**config.mk**
```make
export PLATFORM = sky130hd
export DESIGN_NAME = score_argmax_reader_flat
export DESIGN_NICKNAME = d
export VERILOG_FILES = /design/src/rtl/score_argmax_reader_if.sv /design/src/rtl/score_argmax_reader.sv /design/src/flat_wrapper.sv
export SDC_FILE = /design/constraint.sdc
export NUM_CORES = 1
export LEC_CHECK = 0
export BUFFER_PORTS_ARGS = -buffer_cell sky130_fd_sc_hd__buf_2
export CAP_MARGIN = 20
export CORE_MARGIN = 10
export CORE_UTILIZATION = 57
export DETAILED_ROUTE_END_ITERATION = 8
export PLACE_DENSITY_LB_ADDON = 0.15
export REMOVE_ABC_BUFFERS = 1
export SLEW_MARGIN = 25
export SYNTH_ARGS = -nofsm -noshare
export SYNTH_HDL_FRONTEND = slang
export SYNTH_SLANG_ARGS = --single-unit
```
**constraint.sdc**
```tcl
create_clock -name clk -period 3.1 [get_ports clk]
set_input_delay 0.155 -clock clk [delete_from_list [all_inputs] [get_ports clk]]
set_output_delay 0.155 -clock clk [all_outputs]
set_load 0.05 [all_outputs]
```
**src/rtl/score_argmax_reader_if.sv**
```systemverilog
// Read-side FIFO handshake and result bus between score_argmax_reader and its surroundings.
// The slave modport is the reader's view; master is the view of whoever drives the FIFO and start.
interface score_argmax_reader_if #(
    parameter int WIDTH = 8,
    parameter int IDX_W = 4
);
    logic             start;
    logic             fifo_empty;
    logic             fifo_rd_en;
    logic [WIDTH-1:0] fifo_data;
    logic             busy;
    logic             done;
    logic             result_valid;
    logic [WIDTH-1:0] max_val;
    logic [IDX_W-1:0] max_idx;

    modport slave (
        input  start, fifo_empty, fifo_data,
        output fifo_rd_en, busy, done, result_valid, max_val, max_idx
    );

    modport master (
        output start, fifo_empty, fifo_data,
        input  fifo_rd_en, busy, done, result_valid, max_val, max_idx
    );
endinterface

```
**src/rtl/score_argmax_reader.sv**
```systemverilog
// Pops SEQ_LEN scores from a 1-cycle-latency FIFO and reports the largest one and its
// first position in pop order, with a one-cycle done pulse.
module score_argmax_reader #(
    parameter int WIDTH   = 8,
    parameter int SEQ_LEN = 16,
    parameter int IDX_W   = 4
) (
    input  logic                  clk,
    input  logic                  rst,
    score_argmax_reader_if.slave  bus_if
);
    localparam int CNT_W = IDX_W + 1;
    localparam logic [CNT_W-1:0] SEQ_LEN_C = CNT_W'(SEQ_LEN);
    localparam logic [CNT_W-1:0] LAST_C    = CNT_W'(SEQ_LEN - 1);

    typedef enum logic [1:0] {IDLE, RUN, DONE} state_t;

    state_t           state_q;
    logic [CNT_W-1:0] issued_q;
    logic [CNT_W-1:0] consumed_q;
    logic             pend_q;
    logic [WIDTH-1:0] max_val_q;
    logic [IDX_W-1:0] max_idx_q;
    logic             result_valid_q;
    logic             done_q;
    logic             busy_q;
    logic             rd_en;

    // Pop request depends on the live empty flag, so it stays combinational.
    assign rd_en = (state_q == RUN) && !bus_if.fifo_empty && (issued_q < SEQ_LEN_C);

    always_ff @(posedge clk) begin
        if (rst) begin
            state_q        <= IDLE;
            issued_q       <= '0;
            consumed_q     <= '0;
            pend_q         <= 1'b0;
            max_val_q      <= '0;
            max_idx_q      <= '0;
            result_valid_q <= 1'b0;
            done_q         <= 1'b0;
            busy_q         <= 1'b0;
        end else begin
            done_q <= 1'b0;
            case (state_q)
                IDLE: begin
                    if (bus_if.start) begin
                        issued_q       <= '0;
                        consumed_q     <= '0;
                        pend_q         <= 1'b0;
                        result_valid_q <= 1'b0;
                        busy_q         <= 1'b1;
                        state_q        <= RUN;
                    end
                end
                RUN: begin
                    pend_q <= rd_en;
                    if (rd_en) begin
                        issued_q <= issued_q + 1'b1;
                    end
                    // pend_q marks the cycle in which the FIFO's registered output holds the popped score.
                    if (pend_q) begin
                        consumed_q <= consumed_q + 1'b1;
                        if (consumed_q == '0) begin
                            max_val_q <= bus_if.fifo_data;
                            max_idx_q <= '0;
                        end else if (bus_if.fifo_data > max_val_q) begin
                            max_val_q <= bus_if.fifo_data;
                            max_idx_q <= consumed_q[IDX_W-1:0];
                        end
                        // Leaving on the final capture puts done exactly one cycle after it.
                        if (consumed_q == LAST_C) begin
                            state_q        <= DONE;
                            done_q         <= 1'b1;
                            result_valid_q <= 1'b1;
                        end
                    end
                end
                DONE: begin
                    busy_q  <= 1'b0;
                    state_q <= IDLE;
                end
                default: state_q <= IDLE;
            endcase
        end
    end

    assign bus_if.fifo_rd_en   = rd_en;
    assign bus_if.busy         = busy_q;
    assign bus_if.done         = done_q;
    assign bus_if.result_valid = result_valid_q;
    assign bus_if.max_val      = max_val_q;
    assign bus_if.max_idx      = max_idx_q;
endmodule
```
**src/flat_wrapper.sv**
```systemverilog
// flat-port wrapper written by rule: the top's interface ports become plain ports
module score_argmax_reader_flat 
#(
    parameter int WIDTH   = 8,
    parameter int SEQ_LEN = 16,
    parameter int IDX_W   = 4
)
  (clk, rst, bus_if_start, bus_if_fifo_empty, bus_if_fifo_data, bus_if_fifo_rd_en, bus_if_busy, bus_if_done, bus_if_result_valid, bus_if_max_val, bus_if_max_idx);
  score_argmax_reader_if #(.WIDTH(WIDTH), .IDX_W(IDX_W)) bus_if_i ();
  input  logic clk;
  input  logic rst;
  input wire logic [$bits(bus_if_i.start)-1:0] bus_if_start;
  input wire logic [$bits(bus_if_i.fifo_empty)-1:0] bus_if_fifo_empty;
  input wire logic [$bits(bus_if_i.fifo_data)-1:0] bus_if_fifo_data;
  output wire logic [$bits(bus_if_i.fifo_rd_en)-1:0] bus_if_fifo_rd_en;
  output wire logic [$bits(bus_if_i.busy)-1:0] bus_if_busy;
  output wire logic [$bits(bus_if_i.done)-1:0] bus_if_done;
  output wire logic [$bits(bus_if_i.result_valid)-1:0] bus_if_result_valid;
  output wire logic [$bits(bus_if_i.max_val)-1:0] bus_if_max_val;
  output wire logic [$bits(bus_if_i.max_idx)-1:0] bus_if_max_idx;
  assign bus_if_i.start = bus_if_start;
  assign bus_if_i.fifo_empty = bus_if_fifo_empty;
  assign bus_if_i.fifo_data = bus_if_fifo_data;
  assign bus_if_fifo_rd_en = bus_if_i.fifo_rd_en;
  assign bus_if_busy = bus_if_i.busy;
  assign bus_if_done = bus_if_i.done;
  assign bus_if_result_valid = bus_if_i.result_valid;
  assign bus_if_max_val = bus_if_i.max_val;
  assign bus_if_max_idx = bus_if_i.max_idx;
  score_argmax_reader #(.WIDTH(WIDTH), .SEQ_LEN(SEQ_LEN), .IDX_W(IDX_W)) u_core (.clk(clk), .rst(rst), .bus_if(bus_if_i));
endmodule
```
==> results of run 1 <==
-- routing by layer --
metal	part of all wire (%)	up-vias
li1	-	586
met1	42	523
met2	53	20
met3	3.9	4
met4	0.87	0
met5	0	-
-- worst register-to-register path, stage by stage (launching register included) --
cell and delay, ns:
dfxtp_1 0.39, inv_1 0.07, ha_1 0.29, nor2b_1 0.14, o211ai_1 0.09, a211o_2 0.33, a31oi_4 0.49, mux2i_1 0.26
-- cells in the mapped netlist (2+ instances only) --
cell / count
a21oi_1: 8
clkbuf_1: 3
dfxtp_1: 28
ha_1: 12
inv_1: 15
mux2i_1: 11
nand2_1: 30
nand2b_1: 4
nand3_1: 2
nand4_1: 5
nor2_1: 14
nor3_1: 3
o21ai_1: 2
o2bb2ai_1: 3
xor2_1: 4
-- power breakdown --
group	leakage, nW	total [W]	internal [W]	switching [W]
clock	0.0210	0.000175	0.0000718	0.000103
sequential	0.226	0.000370	0.000365	0.00000496
combinational	0.398	0.0000770	0.0000261	0.0000509
total	0.646	0.000622	0.000463	0.000159
-- kinds of logic (layout without fill, tap and decap cells) --
group                    after synthesis  in the layout
buffers and inverters                 19             46
adder cells (fa/ha/maj)               12             12
XOR/XNOR                               5              5
AND/OR/NAND/NOR                       62             62
multiplexers                          11             11
AO/OA/AOI/OAI                         21             21
flip-flops                            28             28
-- flip-flops by register name, summed over array words and instances, names as in the netlist --
name                        count
u_core.bus_if.max_val           8
u_core.consumed_q               5
u_core.state_q                  2
u_core.bus_if.max_idx           4
u_core.issued_q                 5
u_core.bus_if.result_valid      1
u_core.bus_if.busy              1
u_core.pend_q                   1
u_core.bus_if.done              1
-- placed cells by master (no fill, tap or decap), drive strengths merged, types with 2 or more instances in the layout --
| master | instances |
|---|---|
| nand4 | 5 |
| xor2 | 4 |
| a21oi | 9 |
| o2bb2ai | 3 |
| nand3 | 2 |
| clkbuf | 4 |
| buf | 27 |
| ha | 12 |
| dfxtp | 28 |
| o21ai | 3 |
| nor2 | 14 |
| mux2i | 11 |
| nand2 | 30 |
| inv | 15 |
| nor3 | 3 |
| nand2b | 4 |
-- cell type report --
cell class                      instances  area, µm²
Inverter                               15       56.3
Fill cell                             188        691
Timing Repair Buffer                   27        135
Sequential cell                        28        561
Clock buffer                            4       36.3
Tap cell                               28       35.0
Multi-Input combinational cell        111        741
-- path summary, 6_finish.rpt --
path,slack [ns],start,endpoint
setup / recovery,0.98,u_core.bus_if.max_val[1],u_core.bus_if.max_val[6]
hold / removal,0.07,bus_if_fifo_data[7],u_core.bus_if.max_val[7]
setup reg to reg,0.98,u_core.bus_if.max_val[1],u_core.bus_if.max_val[6]
hold reg to reg,0.46,u_core.bus_if.max_idx[2],u_core.bus_if.max_idx[2]
-- stage by stage --
step                hold WS, ns  instance area, µm²  instances
floorplan                 0.224                1360        154
global placement          0.414                1530        209
detailed placement        0.430                1530        209
CTS                      0.0668                1560        213
global route             0.0528                1560        213
finish                   0.0739                1560        213
==> run_results.csv, run 1 <==
group,metric,value,unit
outcome,run_status,"completed",
setup_path,cp_num_buf_inv,1,
setup_path,cp.required,3.35,ns
setup_path,crit_type,"flop to flop",
setup_path,worstPathMaxFanout,12,
final_layout,fin_nets,210,
setup_path,cp_cell_sequence,"inv_1 -> ha_1 -> nor2b_1 -> o211ai_1 -> a211o_2 -> a31oi_4 -> mux2i_1",
power,vdd.ir_drop.worst,350,µV
sta,finalHoldViolCount,0,
sta,maxSlewViolCount,0,
floorplan,core,2250,µm²
setup_path,max_stage_delay,0.49,ns
setup_path,crit_arrival,2.37,ns
global_routing,grt_pass1_wl,4820,µm
logic_synthesis,synthArstFlopShare,0,%
floorplan,io_pins,28,
drt,vias,1133,
logic_synthesis,synth-compound-area-share,11.2,%
global_routing,antenna_found_initial,0,
logic_synthesis,synth.mux.area_fraction,7.98,%
clocking,cts_buffers,3,
logic_synthesis,synth_top_cell_area_share,40.6,%
global_routing,grtUsageTotal,11.5,%
hold_path,whs_path_depth,3,
setup_path,cp_slowest_cell,"a31oi_4",
power,powerDensity,398,nW/µm²
floorplan,start_util,61.2,%
drt,drt-initial-drc-count,60,
setup_path,crit_cells,7,
clocking,clk_pin_slew,0.14,ns
setup_path,end_kind,"flop",
logic_synthesis,synthCells,158,
logic_synthesis,synth_top_family_by_area,"simple AND/OR/NAND/NOR gates",
logic_synthesis,synthAdderAreaFrac,10.9,%
place,dpl_worst_slack,0.996,ns
sta,fin_ws,0.985,ns
drt,first_pass_iters,4,
clocking,cts-root-buf,"clkbuf_4",
logic_synthesis,syn-mean-instance-area,8.73,µm²
floorplan,die-width,69.2,µm
clocking,post_cts_resized,0,
sta,finalCriticalPeriod,2.12,ns
sta,slew_headroom,53.8,%
clocking,clock_path_buffers,2,
hold_path,hold_class,"input port to flop",
sta,rsz0062_at_grt,"no",
setup_path,cp-start-kind,"flop",
logic_synthesis,synth-simple-area-share,20.5,%
logic_synthesis,synth_xor_area_share,3.17,%
final_layout,drive_gt1_share,19.5,%
logic_synthesis,synth_flop_cell,"dfxtp_1",
place,gp_congestion,0.800,
sta,fin_setup_tns,0,ns
global_routing,grt_busiest_layer,"met2",
global_routing,met2_usage,22.2,%
drt,drc,0,
logic_synthesis,ys_warn_count,0,
floorplan,dieArea,4790,µm²
final_layout,fin_util,69.4,%
sta,worstMarginPinSlew,0.693,ns
setup_path,cp_top_family,"compound AO/OA/AOI/OAI gates",
clocking,postCtsSetupBuffers,0,
sta,skew,0.00396,ns
global_routing,grt_pass1_vias,1166,
power,p_leak,0.646,nW
floorplan,rows,17,
global_routing,grt_max_degree,26,
place,port-buffer-count,27,
logic_synthesis,yosysTopAreaCell,"dfxtp_1",
clocking,cts.sinks,28,
final_layout,antenna_cells,0,
floorplan,die_h,69.2,µm
global_routing,grtUsageMet3,3.00,%
logic_synthesis,synth_edf_count,0,
clocking,cts.hold.buffers_added,0,
power,power.total,0.000622,W
drt,ant_nets,0,
drt,avgRoutedWirePerCell,13.5,µm
clocking,clock_latency,0.32,ns
logic_synthesis,ys_ff_latch,28,
clocking,cts_htree_levels,1,
global_routing,grt_overflow,0,
logic_synthesis,synthTopCellsByArea,"dfxtp_1 (41%), ha_1 (11%), nand2_1 (8.2%)",
drt,vias_per_cell,5.32,
job,drv_cap,0,
clocking,cts_tree,"done",
drt,routed_wl,2880,µm
sta,post-route-period-util,68.2,%
global_routing,met1_usage,11.5,%
setup_path,rr_worst_depth,7,
final_layout,synthToLayoutAreaGrowth,13.3,%
place,dp_hpwl,2300,µm
logic_synthesis,synth.yosys.seq_area_share,40.6,%
sta,setup_viol,0,
sta,fmax,0.473,GHz
logic_synthesis,syn_area,1380,µm²
logic_synthesis,synth_cell_types,29,
No activity file was read; power rests on OpenSTA's default activity.
==> inputs of run 2 (changes only) <==
Settings changed: CORE_UTILIZATION 57 to 53.
Clock period 3.1 ns to 2.05 ns, I/O delays scaled along.
==> run 2 against run 1 <==
Against the previous run: register-to-register slack worse by 0.83 ns; count of clock-buffer cells in the layout is 1 lower; global-route usage is 0.20 points higher; worst setup slack worse by 0.83 ns; core utilization is 4.1 points lower; non-clock buffer count is 4 higher; sequential power is 51% higher; clock skew is 0.0025 ns higher; critical path depth is 1 higher; critical endpoint is now u_core.bus_if.max_idx[2].
==> run_results.csv, run 2 (synthesis results as in run 1) <==
group,metric,value,unit
drt,first_pass_iters,4,
power,vdd.ir_drop.worst,394,µV
hold_path,holdPathEnd,"u_core.bus_if.max_val[2]",
place,port-buffer-count,27,
global_routing,grt_max_degree,17,
floorplan,die_h,71.0,µm
drt,drc,0,
clocking,clk_pin_slew,0.15,ns
floorplan,die-width,71.0,µm
sta,rsz0062_at_grt,"no",
global_routing,grt_overflow,0,
sta,hold-worst-slack,0.0135,ns
clocking,clock_latency,0.33,ns
sta,post-route-period-util,92.5,%
drt,drt-initial-drc-count,42,
final_layout,stdcell_count,219,
drt,vias,1151,
setup_path,rr_startpoint,"u_core.bus_if.max_val[1]",
job,drv_cap,0,
global_routing,grtUsageTotal,11.7,%
setup_path,crit_arrival,2.17,ns
setup_path,cp_cell_sequence,"inv_1 -> ha_1 -> nor2b_1 -> o211ai_1 -> a211o_2 -> a31oi_4 -> buf_4 -> mux2i_1",
global_routing,grt_pass1_wl,5040,µm
sta,slew_headroom,57.0,%
setup_path,cp_slowest_cell,"dfxtp_2",
setup_path,end_kind,"flop",
final_layout,fin_nets,214,
final_layout,final_cell_mix,"nand2_1 (30), buf_2 (27), dfxtp_1 (27)",
clocking,cts.sinks,28,
sta,worstMarginPinSlew,0.640,ns
floorplan,io_pins,28,
sta,fin_setup_tns,0,ns
global_routing,antenna_found_initial,0,
sta,setup_viol,0,
drt,ant_nets,0,
drt,avgRoutedWirePerCell,13.2,µm
setup_path,rr_worst_depth,8,
place,dp_hpwl,2360,µm
final_layout,synthToLayoutAreaGrowth,17.2,%
sta,maxSlewViolCount,0,
clocking,clock_path_buffers,2,
floorplan,dieArea,5050,µm²
hold_path,hold_class,"input port to flop",
global_routing,grt_pass1_vias,1152,
drt,routed_wl,2880,µm
final_layout,largest_reg_flops,8,
final_layout,drive_gt1_share,21.7,%
setup_path,max_stage_delay,0.37,ns
place,dpl_worst_slack,0.143,ns
sta,skew,0.00647,ns
setup_path,cp-start-kind,"flop",
setup_path,reg2reg_to,"u_core.bus_if.max_idx[2]",
hold_path,whs_path_depth,3,
clocking,postCtsSetupBuffers,0,
sta,finalHoldViolCount,0,
clocking,cts_tree,"done",
hold_path,hp-start,"bus_if_fifo_data[2]",
clocking,cts_buffers,3,
outcome,run_status,"completed",
place,gp_congestion,0.829,
sta,fmax,0.527,GHz
drt,vias_per_cell,5.26,
setup_path,crit_type,"flop to flop",
setup_path,worstPathMaxFanout,6,
final_layout,antenna_cells,0,
floorplan,core,2480,µm²
sta,fin_ws,0.153,ns
final_layout,final_common_cell,"nand2_1",
place,place_inst,215,
floorplan,rows,18,
clocking,cts-root-buf,"clkbuf_4",
sta,finalCriticalPeriod,1.90,ns
power,powerDensity,645,nW/µm²
power,power.total,0.00104,W
clocking,cts_htree_levels,1,
floorplan,start_util,55.7,%
power,p_leak,0.675,nW
setup_path,r2r_setup_slack,0.15,ns
setup_path,cp.required,2.32,ns
[run 2: how the worst max path moves through the flow]
stage / startpoint / endpoint / slack, ns / depth (start not counted)
2_1_floorplan: u_core.bus_if.max_val[1] / u_core.bus_if.max_idx[2] / -0.17 / 7
3_3_place_gp: u_core.bus_if.max_val[1] / u_core.bus_if.max_val[2] / 0.24 / 8
3_5_place_dp: u_core.bus_if.max_val[1] / u_core.bus_if.max_val[1] / 0.14 / 8
4_1_cts: u_core.bus_if.max_val[1] / u_core.bus_if.max_val[1] / 0.11 / 8
5_1_grt: u_core.bus_if.max_val[7] / u_core.bus_if.max_idx[2] / 0.007 / 8
6_report: u_core.bus_if.max_val[1] / u_core.bus_if.max_idx[2] / 0.15 / 8
[run 2: routing by layer]
| metal | vias up | GRT usage, % | share of wire (%) |
|---|---|---|---|
| li1 | 598 | - | - |
| met2 | 20 | 19.6 | 48 |
| met3 | 5 | 3.07 | 5.5 |
| met1 | 528 | 13.9 | 46 |
| met5 | - | 0 | 0 |
| met4 | 0 | 4.30 | 1.0 |
[run 2: through the flow]
| step | instance area [µm²] | util [%] |
|---|---|---|
| floorplan | 1360 | - |
| global placement | 1560 | 63.0 |
| detailed placement | 1560 | 63.0 |
| CTS | 1610 | 65.1 |
| global route | 1620 | 65.3 |
| finish | 1620 | 65.3 |
[run 2: cell type report]
class / instances / area (µm²)
sequential: 28 / 562
inverter: 15 / 56.3
fill: 231 / 860
tap: 30 / 37.5
multi-input combinational: 111 / 741
timing repair buffer: 31 / 169
clock inverter: 1 / 30.0
clock buffer: 3 / 22.5
[run 2: worst max-delay path: cells and delay by family (launching register included)]
family          cells  cell delay, ns
simple gates        1            0.13
buf+inv             2            0.22
mux                 1            0.20
flops               1            0.37
fa+ha+maj           1            0.28
compound gates      3            0.63
[run 2: power breakdown]
group | internal [W] | switching [W]
Sequential | 0.000553 | 0.00000753
Combinational | 0.0000435 | 0.0000778
Clock | 0.000198 | 0.000163
Total | 0.000794 | 0.000249
[run 2: what timing repair did]
item	4_1_cts	5_1_grt
setup endpoints to repair	0	4
hold buffers	0	0
gates resized for setup	0	2
